File: src/rtl/rsa_job_controller.sv
// rtl/rsa_job_controller.sv - job sequencer for the modular-exponentiation engine
// Screens degenerate moduli, launches the engine, and returns the result or a timeout error.
module rsa_job_controller #(
  parameter int WORDSIZE       = 16,
  parameter int TAG_W          = 4,
  parameter int TIMEOUT_CYCLES = 1024
) (
  input  logic                  clk,
  input  logic                  reset_n,
  input  logic                  req_valid,
  output logic                  req_ready,
  input  logic [2*WORDSIZE-1:0] req_base,
  input  logic [2*WORDSIZE-1:0] req_modulo,
  input  logic [2*WORDSIZE-1:0] req_exponent,
  input  logic [TAG_W-1:0]      req_tag,
  output logic                  resp_valid,
  input  logic                  resp_ready,
  output logic [2*WORDSIZE-1:0] resp_data,
  output logic                  resp_error,
  output logic [TAG_W-1:0]      resp_tag,
  output logic                  eng_start,
  output logic [2*WORDSIZE-1:0] eng_base,
  output logic [2*WORDSIZE-1:0] eng_modulo,
  output logic [2*WORDSIZE-1:0] eng_exponent,
  input  logic                  eng_finish,
  input  logic [2*WORDSIZE-1:0] eng_result
);

  localparam int W = 2 * WORDSIZE;
  localparam logic [15:0] TIMEOUT_LD = 16'(TIMEOUT_CYCLES);

  typedef enum logic [1:0] {
    S_IDLE    = 2'd0,
    S_LAUNCH  = 2'd1,
    S_WAIT    = 2'd2,
    S_RESPOND = 2'd3
  } state_e;

  state_e         state_q, state_d;
  logic [W-1:0]   base_q, base_d;
  logic [W-1:0]   mod_q, mod_d;
  logic [W-1:0]   exp_q, exp_d;
  logic [TAG_W-1:0] tag_q, tag_d;
  logic [W-1:0]   data_q, data_d;
  logic           err_q, err_d;
  logic [15:0]    cnt_q, cnt_d;

  always_ff @(posedge clk or negedge reset_n) begin
    if (!reset_n) begin
      state_q <= S_IDLE;
      base_q  <= '0;
      mod_q   <= '0;
      exp_q   <= '0;
      tag_q   <= '0;
      data_q  <= '0;
      err_q   <= 1'b0;
      cnt_q   <= '0;
    end else begin
      state_q <= state_d;
      base_q  <= base_d;
      mod_q   <= mod_d;
      exp_q   <= exp_d;
      tag_q   <= tag_d;
      data_q  <= data_d;
      err_q   <= err_d;
      cnt_q   <= cnt_d;
    end
  end

  always_comb begin
    state_d = state_q;
    base_d  = base_q;
    mod_d   = mod_q;
    exp_d   = exp_q;
    tag_d   = tag_q;
    data_d  = data_q;
    err_d   = err_q;
    cnt_d   = cnt_q;
    case (state_q)
      S_IDLE: begin
        if (req_valid) begin
          base_d = req_base;
          mod_d  = req_modulo;
          exp_d  = req_exponent;
          tag_d  = req_tag;
          data_d = '0;
          err_d  = (req_modulo == '0);
          // Moduli 0 and 1 have a fixed answer, so the engine is never started.
          if (req_modulo == '0 || req_modulo == W'(1)) begin
            state_d = S_RESPOND;
          end else begin
            state_d = S_LAUNCH;
          end
        end
      end
      S_LAUNCH: begin
        cnt_d   = TIMEOUT_LD;
        state_d = S_WAIT;
      end
      S_WAIT: begin
        // Finish is tested first so a result on the last allowed cycle still wins.
        if (eng_finish) begin
          data_d  = eng_result;
          err_d   = 1'b0;
          state_d = S_RESPOND;
        end else if (cnt_q <= 16'd1) begin
          data_d  = '0;
          err_d   = 1'b1;
          state_d = S_RESPOND;
        end else begin
          cnt_d = cnt_q - 16'd1;
        end
      end
      S_RESPOND: begin
        if (resp_ready) begin
          state_d = S_IDLE;
        end
      end
      default: state_d = S_IDLE;
    endcase
  end

  assign req_ready    = (state_q == S_IDLE);
  assign resp_valid   = (state_q == S_RESPOND);
  assign eng_start    = (state_q == S_LAUNCH);
  assign resp_data    = data_q;
  assign resp_error   = err_q;
  assign resp_tag     = tag_q;
  assign eng_base     = base_q;
  assign eng_modulo   = mod_q;
  assign eng_exponent = exp_q;

endmodule

File: config.mk
export PLATFORM = sky130hd
export DESIGN_NAME = rsa_job_controller
export DESIGN_NICKNAME = d
export VERILOG_FILES = /design/src/rtl/rsa_job_controller.sv
export SDC_FILE = /design/constraint.sdc
export NUM_CORES = 1
export LEC_CHECK = 0
export CAP_MARGIN = 20
export CELL_PAD_IN_SITES_DETAIL_PLACEMENT = 0
export CELL_PAD_IN_SITES_GLOBAL_PLACEMENT = 1
export CORE_ASPECT_RATIO = 0.5
export CORE_MARGIN = 3
export CORE_UTILIZATION = 35
export DETAILED_ROUTE_END_ITERATION = 7
export PLACE_DENSITY_LB_ADDON = 0.08
export SLEW_MARGIN = 5
export SYNTH_ARGS = -nofsm -noshare
export SYNTH_HDL_FRONTEND = slang
export SYNTH_SLANG_ARGS = --single-unit
File: constraint.sdc
create_clock -name clk -period 4.2 [get_ports clk]
set_input_delay 0.63 -clock clk [delete_from_list [all_inputs] [get_ports clk]]
set_output_delay 0.63 -clock clk [all_outputs]
set_load 0.01 [all_outputs]
Word-level counts from Yosys, hierarchy flattened
Cells that the tools add are included.

cells by class
  bitwise operators = 0
  equality and inequality tests = 9
  add/subtract/negate cells = 1
  order comparisons = 1
  multiplexer cells = 17
  reductions and logical operators = 9
  divide/modulo/power cells = 0
  multiply operators = 0
  shift-type cells = 0

operators with widths
  operator                                                                           count
  32-bit two-way mux                                                                 3
  32-bit one-hot mux with 2 select lines                                             1
  32-bit by 1-bit equality test with 1-bit output, second input constant             1
  32-bit logical NOT                                                                 1
  16-bit two-way mux                                                                 2
  16-bit one-hot mux with 2 select lines                                             1
  16-bit by 1-bit less-or-equal comparator with 1-bit output, second input constant  1
  16-bit by 1-bit subtractor with 16-bit output, second input constant               1
  2-bit two-way mux                                                                  5
  3-bit AND reduction                                                                3
  2-bit one-hot mux with 4 select lines                                              1
  2-bit != test, second input constant                                               3
  2-bit equality test, second input constant                                         2
  2-bit nonzero test                                                                 2
  1-bit two-way mux                                                                  3
  3-bit != test, second input constant                                               1
  2-bit by 1-bit equality test with 1-bit output, second input constant              1
  2-bit logical NOT                                                                  1
  2-bit by 1-bit != test with 1-bit output, second input constant                    1
  1-bit one-hot mux with 2 select lines                                              1
  2-bit AND reduction                                                                1
  1-bit logical OR                                                                   1

storage, ports and cells
  bits in read-only memories = 0
  bits in writable memories = 0
  input bits = 137
  flip-flop bits (word level) = 151
  memories kept = 0
  latch bits = 0
  output and inout port bits = 136

Depth between registers and ports, before layout
  depth after elaboration = 5
  depth in mapped cells = 9
  depth with buffers taken out = 7

Worst setup path after synthesis
No wires, ideal clock.

  kind = reg2reg
  start point = register state_q[0]
  end point = register cnt_q[13]
  data required time = 4.122 ns
  stages on the path, launching flop included = 9
  period minus slack after synthesis = 2.060 ns
  path buffers = 1
  slack = 2.140 ns
  arrival time = 1.982 ns
  path through = dfrtp_1 inv_1 ha_1 a21bo_2 nor3_2 o21ai_1 buf_6 or4_1 a21oi_1

between the ends
  cells in the longest elaborated chain, start to end = 3
  elaborated cells between the ends (all ways) = 7

RTL lines
  element                                                                                       RTL line  RTL
  start, declared                                                                               39        state_e state_q, state_d;
  start signal, assigned                                                                        59        state_q <= state_d;
  2-bit equality test / 2-bit by 1-bit equality test with 1-bit output (equally long branches)  79        case (state_q)
  2-bit != test (no line) / 2-bit nonzero test (equally long branches)                          -
  3-bit AND reduction (no line)                                                                 -
  end signal, assigned                                                                          66        cnt_q <= cnt_d;
  end, declared                                                                                 46        logic [15:0] cnt_q, cnt_d;

Several ways; a longest one is shown, not always the timed one.
A chain may end at the register's enable or synchronous reset.

Final worst setup path
  start point = register state_q[0]
  end point = register data_q[8], in the netlist resp_data[8]

between the ends
  cells in the longest elaborated chain, start to end = 3
  elaborated cells between the ends (all ways) = 7

RTL lines
  element                                                          RTL line  RTL
  2-bit equality test / 2-bit logical NOT (equally long branches)  79
  3-bit != test (no line), or another cell as far along            -
  3-bit AND reduction (no line)                                    -
  end signal, assigned                                             64        data_q <= data_d;
  end, declared                                                    44        logic [W-1:0] data_q, data_d;

Several ways; a longest one is shown, not always the timed one.

==> impl_metrics.csv <==
group,metric,value,unit
synth,synth_top_area_share,59.5,%
timing,fin_tns_setup,0,ns
timing,max_slew.worst_pin.slew,0.913,ns
routing,drt-initial-drc-count,177,
synth,synthCells,463,
timing,setup_violations,0,
synth,synth_area_leaders,"dfrtp_1 (59%), mux2_2 (23%), and3_1 (3.2%), clkbuf_1 (1.2%), ha_1 (1.2%)",
synth,ys_ff_latch,151,
routing,num_vias,4790,
global_route,grt_pass1_wl,28.9,mm
finish,utilization,56.4,%
global_route,grt_pass1_vias,5225,
synth,synthesis.nets,606,
power_and_ir_drop,leakagePower,0.00431,uW
synth,ys.warnings.count,0,
cts,clock_sinks,151,
cts,cts_hold_buf,0,
timing,timing.fmax,0.343,GHz
finish,fin_nets,877,
synth,yosysUniqueCellTypes,44,
cts,cts_root_buffer,"clkbuf_16",
cts,cts_tree,"done",
synth,async_flop_share,100,%
power_and_ir_drop,p_int,5010,uW
power_and_ir_drop,powerDensity,759,mW/mm^2
routing,first_pass_iters,4,
place,dp_hpwl,13.3,mm
place,gp_congestion,0.748,
worst_setup_path,path_class,"reg -> reg",
worst_setup_path,rr_startpoint,"state_q[0]",
outcome,status,"finished, final reports clean",
timing,rsz0062_at_grt,"no",
synth,netlist_area,0.00635,mm^2
worst_setup_path,end_kind,"flip-flop",
cts,clk_pin_slew_worst_paths,0.07,ns
timing,relSlewSlack,39.0,%
run,maxCapViolations,0,
synth,synthFlopType,"dfrtp_1",
floorplanning,rows,34,
global_route,grt_max_degree,85,
power_and_ir_drop,p_sw_share,33.4,%
synth,synth_edf_count,0,
finish,areaGrowthSynthToFinish,56.1,%
cts,h-tree-depth,4,
global_route,grtUsageTotal,18.8,%
floorplanning,die_h,101,um
routing,drc,0,
timing,final.min_clock_period,2.92,ns
cts,clockBufferDepth,2,
global_route,overflow,0,
min_path,hp-class,"in -> async",
timing,fin_skew,0.00882,ns
finish,fillCellCount,1516,
worst_setup_path,cp_data_required_time,4.50,ns
worst_setup_path,startpoint_type,"flip-flop",
place,numPortBuffers,272,
power_and_ir_drop,switchingPower,2510,uW
worst_setup_path,critPathArrivalTime,3.22,ns
cts,post_cts_buffers,0,
worst_setup_path,crit_fanout,33,
routing,wire_per_inst,18.7,um
floorplanning,io_pins,273,
finish,num_antenna_cells,0,
power_and_ir_drop,peakVddDrop,362,uV
power_and_ir_drop,power_frac_comb,46.6,%
synth,synth_top_area_cell,"dfrtp_1",
power_and_ir_drop,power.share.clock,20.5,%
power_and_ir_drop,p_seq_share,32.9,%
timing,period_share,69.5,%
worst_setup_path,startpoint,"state_q[0]",
finish,final_layout_size_suffix_gt1_share,24.1,%
timing,hold_violations,0,
global_route,antenna_found_initial,0,
routing,wl,18.4,mm
routing,viasPerCell,4.88,
floorplanning,design.die.area,0.0199,mm^2
synth,syn_avg_cell_area,13.7,um^2
floorplanning,die_w,197,um
cts,ctsResizeCount,0,
routing,ant_nets,0,
cts,cts_buffers,17,
timing,drv_slew,0,
floorplanning,coreArea,0.0176,mm^2
floorplanning,start_util,36.1,%
cts,insertion_delay,0.42,ns
synth,synth_seq_area_share,59.5,%
[synth_stat cells, types with 2 or more instances]
cell type	instances
a31o_2	2
or3_1	5
o31ai_1	3
dfrtp_1	151
o21ai_0	6
clkbuf_1	21
or4_1	4
nand4_1	5
mux2_2	132
buf_4	3
a31oi_1	2
o211ai_1	2
nor3_1	6
nand3_1	5
a21oi_1	10
nand2_1	10
mux2i_1	5
and3_1	32
nor2_1	12
or2_2	2
ha_1	6
nor4_1	8
inv_1	10
[power by group through the flow]
stage	registers [uW]	clock network, uW	logic (uW)
global placement	2470	0	3530
global route	2570	1660	3770
detailed placement	2490	0	3530
floorplan	2740	0	1470
finish	2470	1550	3500
CTS	2480	1590	3560
[per-stage QoR]
stage	setup slack (ns)	instance area, um^2	total power [uW]	hold WS, ns	instances
after detailed placement	1.26	9320	6020	0.491	949
after floorplan	2.14	6350	4210	0.334	463
after CTS	1.23	9910	7630	0.245	981
after global placement	1.28	9320	5990	0.487	949
after global routing	1.04	9910	8010	0.271	981
final	1.28	9910	7520	0.226	981
[routing by layer]
metal / part of all wire (%) / GRT usage [%] / vias to the layer above
met5: 0 / 0 / -
met4: 1.7 / 5.97 / 0
met3: 9.4 / 8.91 / 22
met2: 49 / 31.6 / 133
met1: 40 / 21.7 / 2419
li1: - / - / 2216
[placed cells by master, fill, tap and decap left out, types with 2 or more instances in the layout]
cell type        instances
inv_1                   10
clkbuf_16               17
a21oi_1                 10
and3_1                  32
a31o_2                   2
or2_2                    2
nand4_1                  5
ha_1                     6
nor4_1                   8
mux2i_1                  5
nor3_1                   6
buf_4                    4
o21ai_0                  6
or4_1                    4
a31oi_1                  2
nand2_1                  9
bufinv_16                2
mux2_2                 132
clkdlybuf4s50_1        271
or3_1                    5
o211ai_1                 2
o31ai_1                  3
clkinv_4                 5
nand3_1                  5
nor2_1                  12
dfrtp_1                151
clkinv_2                 2
inv_6                    4
[worst max-delay path, stage by stage (launching register included)]
cell	delay [ns]
dfrtp_1	0.41
inv_1	0.11
ha_1	0.76
inv_1	0.28
o21ai_0	0.24
a21boi_4	0.18
buf_4	0.40
mux2_2	0.39
[final cells by class]
| class | instances | area (um^2) | area share [%] |
|---|---|---|---|
| Timing Repair Buffer | 277 | 2770 | 28.0 |
| Sequential cell | 151 | 3780 | 38.1 |
| Multi-Input combinational cell | 277 | 2440 | 24.6 |
| Inverter | 10 | 37.5 | 0.379 |
| Clock buffer | 17 | 425 | 4.29 |
| Tap cell | 234 | 293 | 2.95 |
| Clock inverter | 15 | 168 | 1.69 |
[sequential cells by signal, indices dropped and copies added (netlist names)]
name	flops
cnt_q	16
eng_base	32
eng_exponent	32
eng_modulo	32
resp_data	32
resp_error	1
resp_tag	4
state_q	2
[kinds of logic after synthesis]
kind of cell / Yosys count / synth area share, %
AOI/OAI and AO/OA: 34 / 3.53
xor gates and xnor gates: 2 / 0.276
adders and majority gates: 6 / 1.18
buffers and inverters: 35 / 2.36
DFF: 151 / 59.5
muxes: 137 / 24.2
and+or+nand+nor: 98 / 8.96
[final timing paths]
| path | to | slack, ns | depth (start not counted) |
|---|---|---|---|
| worst max-delay path | resp_data[8] | 1.28 | 7 |
| worst min-delay path | cnt_q[15] | 0.23 | 1 |
| worst max register to register | resp_data[8] | 1.28 | 7 |
| worst min register to register | resp_data[25] | 0.50 | 1 |
| max in group asynchronous | eng_base[4] | 3.08 | 2 |
| min in group clk | resp_data[25] | 0.50 | 1 |
Note: power is estimated with default switching activity, not from simulation.
